--- src/rtl/tt_um_cla_word_sequencer_pkg.sv ---
// Shared definitions for the byte-serial CLA word sequencer: state encoding,
// control/status bit positions on the uio bus and the fixed output-enable mask.
package tt_um_cla_word_sequencer_pkg;

  typedef enum logic [1:0] {
    IDLE    = 2'd0,
    COMPUTE = 2'd1,
    DONE    = 2'd2
  } state_e;

  // uio_in control bit positions
  localparam int UIO_WR    = 0;
  localparam int UIO_SEL   = 1;
  localparam int UIO_START = 2;
  localparam int UIO_SUB   = 3;
  localparam int UIO_CLR   = 4;

  // uio_out status bit positions
  localparam int UIO_BUSY  = 5;
  localparam int UIO_DONE  = 6;
  localparam int UIO_CFLAG = 7;

  // Only the three status bits are driven outward
  localparam logic [7:0] UIO_OE_VAL = 8'b1110_0000;

endpackage

--- src/rtl/tt_um_cla_word_sequencer_cla8.sv ---
// 8-bit carry-lookahead adder slice with carry-in. Every carry is formed
// directly from the generate/propagate terms and cin (no rippling chain),
// so the slice depth stays flat regardless of bit position.
module cla8_cin (
  input  logic [7:0] a,
  input  logic [7:0] b,
  input  logic       cin,
  output logic [7:0] sum,
  output logic       cout
);

  logic [7:0] g;
  logic [7:0] p;
  logic [8:0] c;

  // Lookahead carries: c[k] = OR_j (g[j] & p[j+1..k-1]) | (cin & p[0..k-1])
  always_comb begin : lookahead
    logic acc;
    logic term;
    g = a & b;
    p = a ^ b;
    c = '0;
    for (int k = 0; k <= 8; k++) begin
      term = cin;
      for (int j = 0; j < k; j++) begin
        term = term & p[j];
      end
      acc = term;
      for (int j = 0; j < k; j++) begin
        term = g[j];
        for (int m = j + 1; m < k; m++) begin
          term = term & p[m];
        end
        acc = acc | term;
      end
      c[k] = acc;
    end
  end

  assign sum  = p ^ c[7:0];
  assign cout = c[8];

endmodule

--- src/rtl/tt_um_cla_word_sequencer.sv ---
// Byte-serial word adder/subtractor. Operands A and B are loaded one byte at
// a time, then one shared 8-bit CLA slice walks the bytes LSB first, one per
// clock. Results are read back a byte at a time through uo_out.
module tt_um_cla_word_sequencer
  import tt_um_cla_word_sequencer_pkg::*;
#(
  parameter int OPW = 4
) (
  input  logic       clk,
  input  logic       rst_n,
  input  logic       ena,
  input  logic [7:0] ui_in,
  input  logic [7:0] uio_in,
  output logic [7:0] uo_out,
  output logic [7:0] uio_out,
  output logic [7:0] uio_oe
);

  localparam int             IW   = (OPW > 1) ? $clog2(OPW) : 1;
  localparam logic [IW-1:0]  LAST = IW'(OPW - 1);

  state_e                state_q, state_d;
  logic [OPW-1:0][7:0]   a_q, a_d;
  logic [OPW-1:0][7:0]   b_q, b_d;
  logic [OPW-1:0][7:0]   r_q, r_d;
  logic [IW-1:0]         wp_a_q, wp_a_d;
  logic [IW-1:0]         wp_b_q, wp_b_d;
  logic [IW-1:0]         rp_q, rp_d;
  logic [IW-1:0]         i_q, i_d;
  logic                  carry_q, carry_d;
  logic                  cflag_q, cflag_d;
  logic                  op_sub_q, op_sub_d;

  logic                  wr, sel, start, sub, clr;
  logic [7:0]            slice_a, slice_b, slice_sum;
  logic                  slice_cout;
  logic                  unused_inputs;

  assign wr    = uio_in[UIO_WR];
  assign sel   = uio_in[UIO_SEL];
  assign start = uio_in[UIO_START];
  assign sub   = uio_in[UIO_SUB];
  assign clr   = uio_in[UIO_CLR];

  assign unused_inputs = &{1'b0, ena, uio_in[7:5]};

  // Circular pointer advance over the OPW byte positions
  function automatic logic [IW-1:0] ptr_inc(input logic [IW-1:0] ptr);
    return (ptr == LAST) ? '0 : ptr + 1'b1;
  endfunction

  // Subtraction is A + ~B + 1: invert B here, the +1 enters as the initial carry
  assign slice_a = a_q[i_q];
  assign slice_b = op_sub_q ? ~b_q[i_q] : b_q[i_q];

  cla8_cin u_cla (
    .a    (slice_a),
    .b    (slice_b),
    .cin  (carry_q),
    .sum  (slice_sum),
    .cout (slice_cout)
  );

  // Next-state, operand loading, byte stepping and readback pointer
  always_comb begin
    state_d  = state_q;
    a_d      = a_q;
    b_d      = b_q;
    r_d      = r_q;
    wp_a_d   = wp_a_q;
    wp_b_d   = wp_b_q;
    rp_d     = rp_q;
    i_d      = i_q;
    carry_d  = carry_q;
    cflag_d  = cflag_q;
    op_sub_d = op_sub_q;

    case (state_q)
      IDLE: begin
        // A write on the start edge lands before the first byte step reads it
        if (wr) begin
          if (sel) begin
            b_d[wp_b_q] = ui_in;
            wp_b_d      = ptr_inc(wp_b_q);
          end else begin
            a_d[wp_a_q] = ui_in;
            wp_a_d      = ptr_inc(wp_a_q);
          end
        end
        if (start) begin
          op_sub_d = sub;
          carry_d  = sub;
          i_d      = '0;
          state_d  = COMPUTE;
        end
      end
      COMPUTE: begin
        r_d[i_q] = slice_sum;
        carry_d  = slice_cout;
        if (i_q == LAST) begin
          cflag_d = slice_cout;
          i_d     = '0;
          state_d = DONE;
        end else begin
          i_d = i_q + 1'b1;
        end
      end
      DONE: begin
        if (start) begin
          op_sub_d = sub;
          carry_d  = sub;
          i_d      = '0;
          rp_d     = '0;
          state_d  = COMPUTE;
        end else if (wr) begin
          rp_d = ptr_inc(rp_q);
        end
      end
      default: state_d = IDLE;
    endcase

    if (clr) begin
      state_d  = IDLE;
      a_d      = '0;
      b_d      = '0;
      r_d      = '0;
      wp_a_d   = '0;
      wp_b_d   = '0;
      rp_d     = '0;
      i_d      = '0;
      carry_d  = 1'b0;
      cflag_d  = 1'b0;
      op_sub_d = 1'b0;
    end
  end

  // State and datapath registers; reset clears everything just like clr
  always_ff @(posedge clk) begin
    if (!rst_n) begin
      state_q  <= IDLE;
      a_q      <= '0;
      b_q      <= '0;
      r_q      <= '0;
      wp_a_q   <= '0;
      wp_b_q   <= '0;
      rp_q     <= '0;
      i_q      <= '0;
      carry_q  <= 1'b0;
      cflag_q  <= 1'b0;
      op_sub_q <= 1'b0;
    end else begin
      state_q  <= state_d;
      a_q      <= a_d;
      b_q      <= b_d;
      r_q      <= r_d;
      wp_a_q   <= wp_a_d;
      wp_b_q   <= wp_b_d;
      rp_q     <= rp_d;
      i_q      <= i_d;
      carry_q  <= carry_d;
      cflag_q  <= cflag_d;
      op_sub_q <= op_sub_d;
    end
  end

  // Result byte is only exposed once the whole word is complete
  always_comb begin
    uo_out             = 8'h00;
    uio_out            = 8'h00;
    if (state_q == DONE) begin
      uo_out = r_q[rp_q];
    end
    uio_out[UIO_BUSY]  = (state_q == COMPUTE);
    uio_out[UIO_DONE]  = (state_q == DONE);
    uio_out[UIO_CFLAG] = cflag_q;
  end

  assign uio_oe = UIO_OE_VAL;

endmodule

--- config.mk ---
export PLATFORM = sky130hd
export DESIGN_NAME = tt_um_cla_word_sequencer
export DESIGN_NICKNAME = d
export VERILOG_FILES = /design/src/rtl/tt_um_cla_word_sequencer_pkg.sv /design/src/rtl/tt_um_cla_word_sequencer_cla8.sv /design/src/rtl/tt_um_cla_word_sequencer.sv
export SDC_FILE = /design/constraint.sdc
export NUM_CORES = 1
export LEC_CHECK = 0
export BUFFER_PORTS_ARGS = -buffer_cell sky130_fd_sc_hd__buf_2
export CAP_MARGIN = 0
export CORE_MARGIN = 3
export CORE_UTILIZATION = 55
export CTS_CLUSTER_DIAMETER = 120
export CTS_CLUSTER_SIZE = 20
export DETAILED_ROUTE_END_ITERATION = 7
export GPL_TIMING_DRIVEN = 0
export PLACE_DENSITY = 0.76
export SKIP_CTS_REPAIR_TIMING = 1
export SYNTH_ARGS = -nofsm -noshare
export SYNTH_HDL_FRONTEND = slang
export SYNTH_SLANG_ARGS = --single-unit
--- constraint.sdc ---
create_clock -name clk -period 6.3 [get_ports clk]
set_clock_uncertainty 0.2 [all_clocks]
set_input_delay 0.945 -clock clk [delete_from_list [all_inputs] [get_ports clk]]
set_output_delay 0.945 -clock clk [all_outputs]
set_load 0.05 [all_outputs]
==> impl_metrics.csv <==
group,metric,value,unit
grt,grt_pass1_wl,21900,um
setup_path,crit_slowest_cell,"mux4_2",
power_and_ir_drop,fin_total_pwr,1.20,mW
route,topRoutingLayerUsed,"met4",
placed_design,port_buffers,17,
yosys,avgSynthCellArea,8.71,sq um
flow_run,max-cap-violations,0,
floorplan,die_y,105,um
cts,htree_num_levels,3,
sta,fin_crit_sh,56.1,%
yosys,syn_inst,619,
hold_path,whs_path_depth,2,
route,drt_wl_total,13600,um
setup_path,reg2reg_from,"i_q[0]$_SDFFE_PP0P_",
placed_design,postPlaceCellArea,5680,sq um
setup_path,reg2reg_slack,2.76,ns
route,drtIter0Drc,295,
sta,holdWs,0.262,ns
hold_path,hold_class,"register to register",
hold_path,whs_endpoint,"a_q[19]$_SDFFE_PP0P_",
yosys,ys_seq_elements,109,
floorplan,die_w,105,um
hold_path,min_from,"a_q[19]$_SDFFE_PP0P_",
route,met2_wirelength,6880,um
floorplan,core,9370,sq um
setup_path,criticalPathCategory,"register to register",
sta,tightestPinTransition,0.588,ns
grt,first_global_vias,4324,
grt,grt_use_total,25.2,%
cts,clock-root-buffer,"clkbuf_8",
setup_path,critPathTopFamily,"compound AO/OA/AOI/OAI gates",
route,dr_wl_met3,953,um
route,first_pass_iters,5,
grt,overflow,0,
setup_path,cp.depth,9,
setup_path,crit_buf_inv,2,
yosys,yosysWarnings,0,
placed_design,post-dp-hpwl,9920,um
sta,rsz0062_at_grt,"false",
layout,area_delta_synth_final,8.47,%
route,vias,4589,
floorplan,initial_core_util,57.5,%
floorplan,core.rowCount,35,
setup_path,critical_path.most_common_cell,"ha_1",
setup_path,r2r-end,"r_q[5]$_SDFFE_PP0P_",
sta,drv_slew,0,
route,drc,0,
yosys,yosys.area.top_type,"dfxtp_1",
setup_path,reg2reg_depth,9,
sta,hold_viol,0,
route,via_per_inst,5.81,
yosys,synth_cell_types,45,
sta,maxSlewHeadroom,60.8,%
cts,cts.sinks,109,
route,detail_route.wl_per_cell,17.2,um
route,wl_met1,5470,um
power_and_ir_drop,powerDensity,206,nW/um^2
sta,setup_violations,0,
placed_design,gp_congestion,0.872,
setup_path,critPathMaxFanout,10,
run_status,status,"completed",
sta,fin_crit,3.54,ns
floorplan,ios,43,
cts,clock_path_buffers,2,
setup_path,cp-start-kind,"register",
layout,n_fill_cell,859,
grt,grt_start_max_net_pins,18,
setup_path,cp.arrival,3.58,ns
yosys,synthesis.area,5390,sq um
layout,drive_above_1_share,14.4,%
setup_path,slowest_delay,0.59,ns
setup_path,required,6.34,ns
power_and_ir_drop,vdd_drop_max,0.147,mV
power_and_ir_drop,p_leak,2.07,nW
yosys,synth_top_area_share,40.5,%
sta,fmax,283,MHz
yosys,seq_area_frac_synth,40.5,%
grt,antenna_found_initial,0,
layout,stdcell_area,5850,sq um
setup_path,cp-end-kind,"register",
sta,finalSetupTns,0,ns
cts,cts_tree,"built",
layout,antenna_cells,0,
cts,clk_latency,0.38,ns
setup_path,crit_chain,"buf_2 > buf_4 > mux4_2 > ha_1 > ha_1 > o211ai_1 > a2111oi_0 > a211oi_1 > o21ai_0",
yosys,yosys-top-cells-area,"dfxtp_1, mux4_2, a21oi_1",
layout,nNetsFinal,700,
floorplan,die_area,11000,sq um
route,drtAntennaViolNets,0,
cts,clk_pin_slew,0.10,ns
cts,cts_buffers,9,
[synth_stat cells, drive strengths merged]
master	count
a2111oi	1
a211oi	5
a21bo	1
a21o	1
a21oi	91
a31oi	1
a32oi	2
and2	12
and2b	1
and4	2
and4bb	1
buf	33
clkbuf	31
conb	2
dfxtp	109
fa	1
ha	22
inv	12
mux2i	2
mux4	24
nand2	100
nand2b	4
nand3	88
nand3b	2
nor2	23
nor2b	3
nor3	4
nor3b	1
nor4b	1
o2111ai	4
o211a	2
o211ai	1
o21a	2
o21ai	10
o311a	1
o31ai	8
or3	1
or3b	1
xnor2	1
xor2	8
[registers in the layout, summed over array words and instances, names as in the netlist]
name and flops:
wp_a_q 2, b_q 32, r_q 32, carry_q 1
wp_b_q 2, op_sub_q 1, state_q 2, a_q 32
rp_q 2, i_q 2, cflag_q 1
[per-stage QoR]
step / instances / setup slack (ns) / util [%]
finish: 790 / 2.76 / 62.4
global route: 790 / 2.49 / 62.4
CTS: 790 / 2.80 / 62.4
detailed placement: 776 / 2.83 / 60.6
global placement: 776 / 2.92 / 60.6
floorplan: 630 / 3.21 / -
[cells by family after synthesis]
kind of cell	count (synthesis)	synth area share (%)
other	2	0.139
and+or+nand+nor	244	21.2
AOI/OAI and AO/OA	130	14.2
DFF	109	40.5
buffers and inverters	76	6.68
adders and majority gates	23	5.48
xor gates and xnor gates	9	1.46
muxes	26	10.4
[how the worst max path moves through the flow]
| stage | slack (ns) | end | startpoint |
|---|---|---|---|
| 6_report | 2.76 | r_q[5]$_SDFFE_PP0P_ | i_q[0]$_SDFFE_PP0P_ |
| 5_1_grt | 2.49 | r_q[5]$_SDFFE_PP0P_ | i_q[0]$_SDFFE_PP0P_ |
| 4_1_cts | 2.80 | r_q[21]$_SDFFE_PP0P_ | i_q[0]$_SDFFE_PP0P_ |
| 3_5_place_dp | 2.83 | r_q[13]$_SDFFE_PP0P_ | i_q[0]$_SDFFE_PP0P_ |
| 3_3_place_gp | 2.92 | r_q[5]$_SDFFE_PP0P_ | i_q[0]$_SDFFE_PP0P_ |
| 2_1_floorplan | 3.21 | cflag_q$_SDFFE_PP0P_ | i_q[0]$_SDFFE_PP0P_ |
[worst register-to-register path, cell delays in order, from the launching register on]
cell and delay [ns]:
dfxtp_1 0.38, buf_2 0.31, buf_4 0.29, mux4_2 0.59, ha_1 0.32, ha_1 0.21
o211ai_1 0.28, a2111oi_0 0.17, a211oi_1 0.47, o21ai_0 0.17
[per-layer routing]
layer,track usage (%),up-vias
met5,0,-
met4,8.25,0
met3,6.11,30
met2,43.0,171
met1,31.1,2169
li1,-,2219
[cell type report]
class	count	area [sq um]	area share, %
plain buffers	64	315	5.39
well taps	129	161	2.76
clock inverters	4	31.3	0.535
multi-input cells	445	2890	49.4
repair buffers	17	85.1	1.45
flip-flops and latches	109	2180	37.3
inverters	12	45.0	0.770
clock buffers	10	138	2.35
[layout by cell type, fill, tap and decap left out, types with 3 or more instances in the layout]
cell type and count:
inv_1 12, dfxtp_1 109, xor2_1 8, nor2b_1 3, nor3_1 4, mux4_2 24
nand2b_1 4, clkbuf_8 10, nand2_2 4, buf_1 3, conb_1 13, o31ai_1 8
a21oi_1 91, nor2_1 23, o2111ai_1 4, and2_1 12, clkbuf_1 31, nand3_1 88
buf_4 15, a211oi_1 5, ha_1 22, buf_2 32, o21ai_0 8, nand2_1 96
[power breakdown]
part / total [mW] / leakage [nW] / switching [mW] / internal, mW
Sequential: 0.696 / 0.879 / 0.00334 / 0.693
Clock: 0.391 / 0.0890 / 0.238 / 0.153
Combinational: 0.116 / 1.11 / 0.0838 / 0.0320
Power figures use the tool's default switching activity.
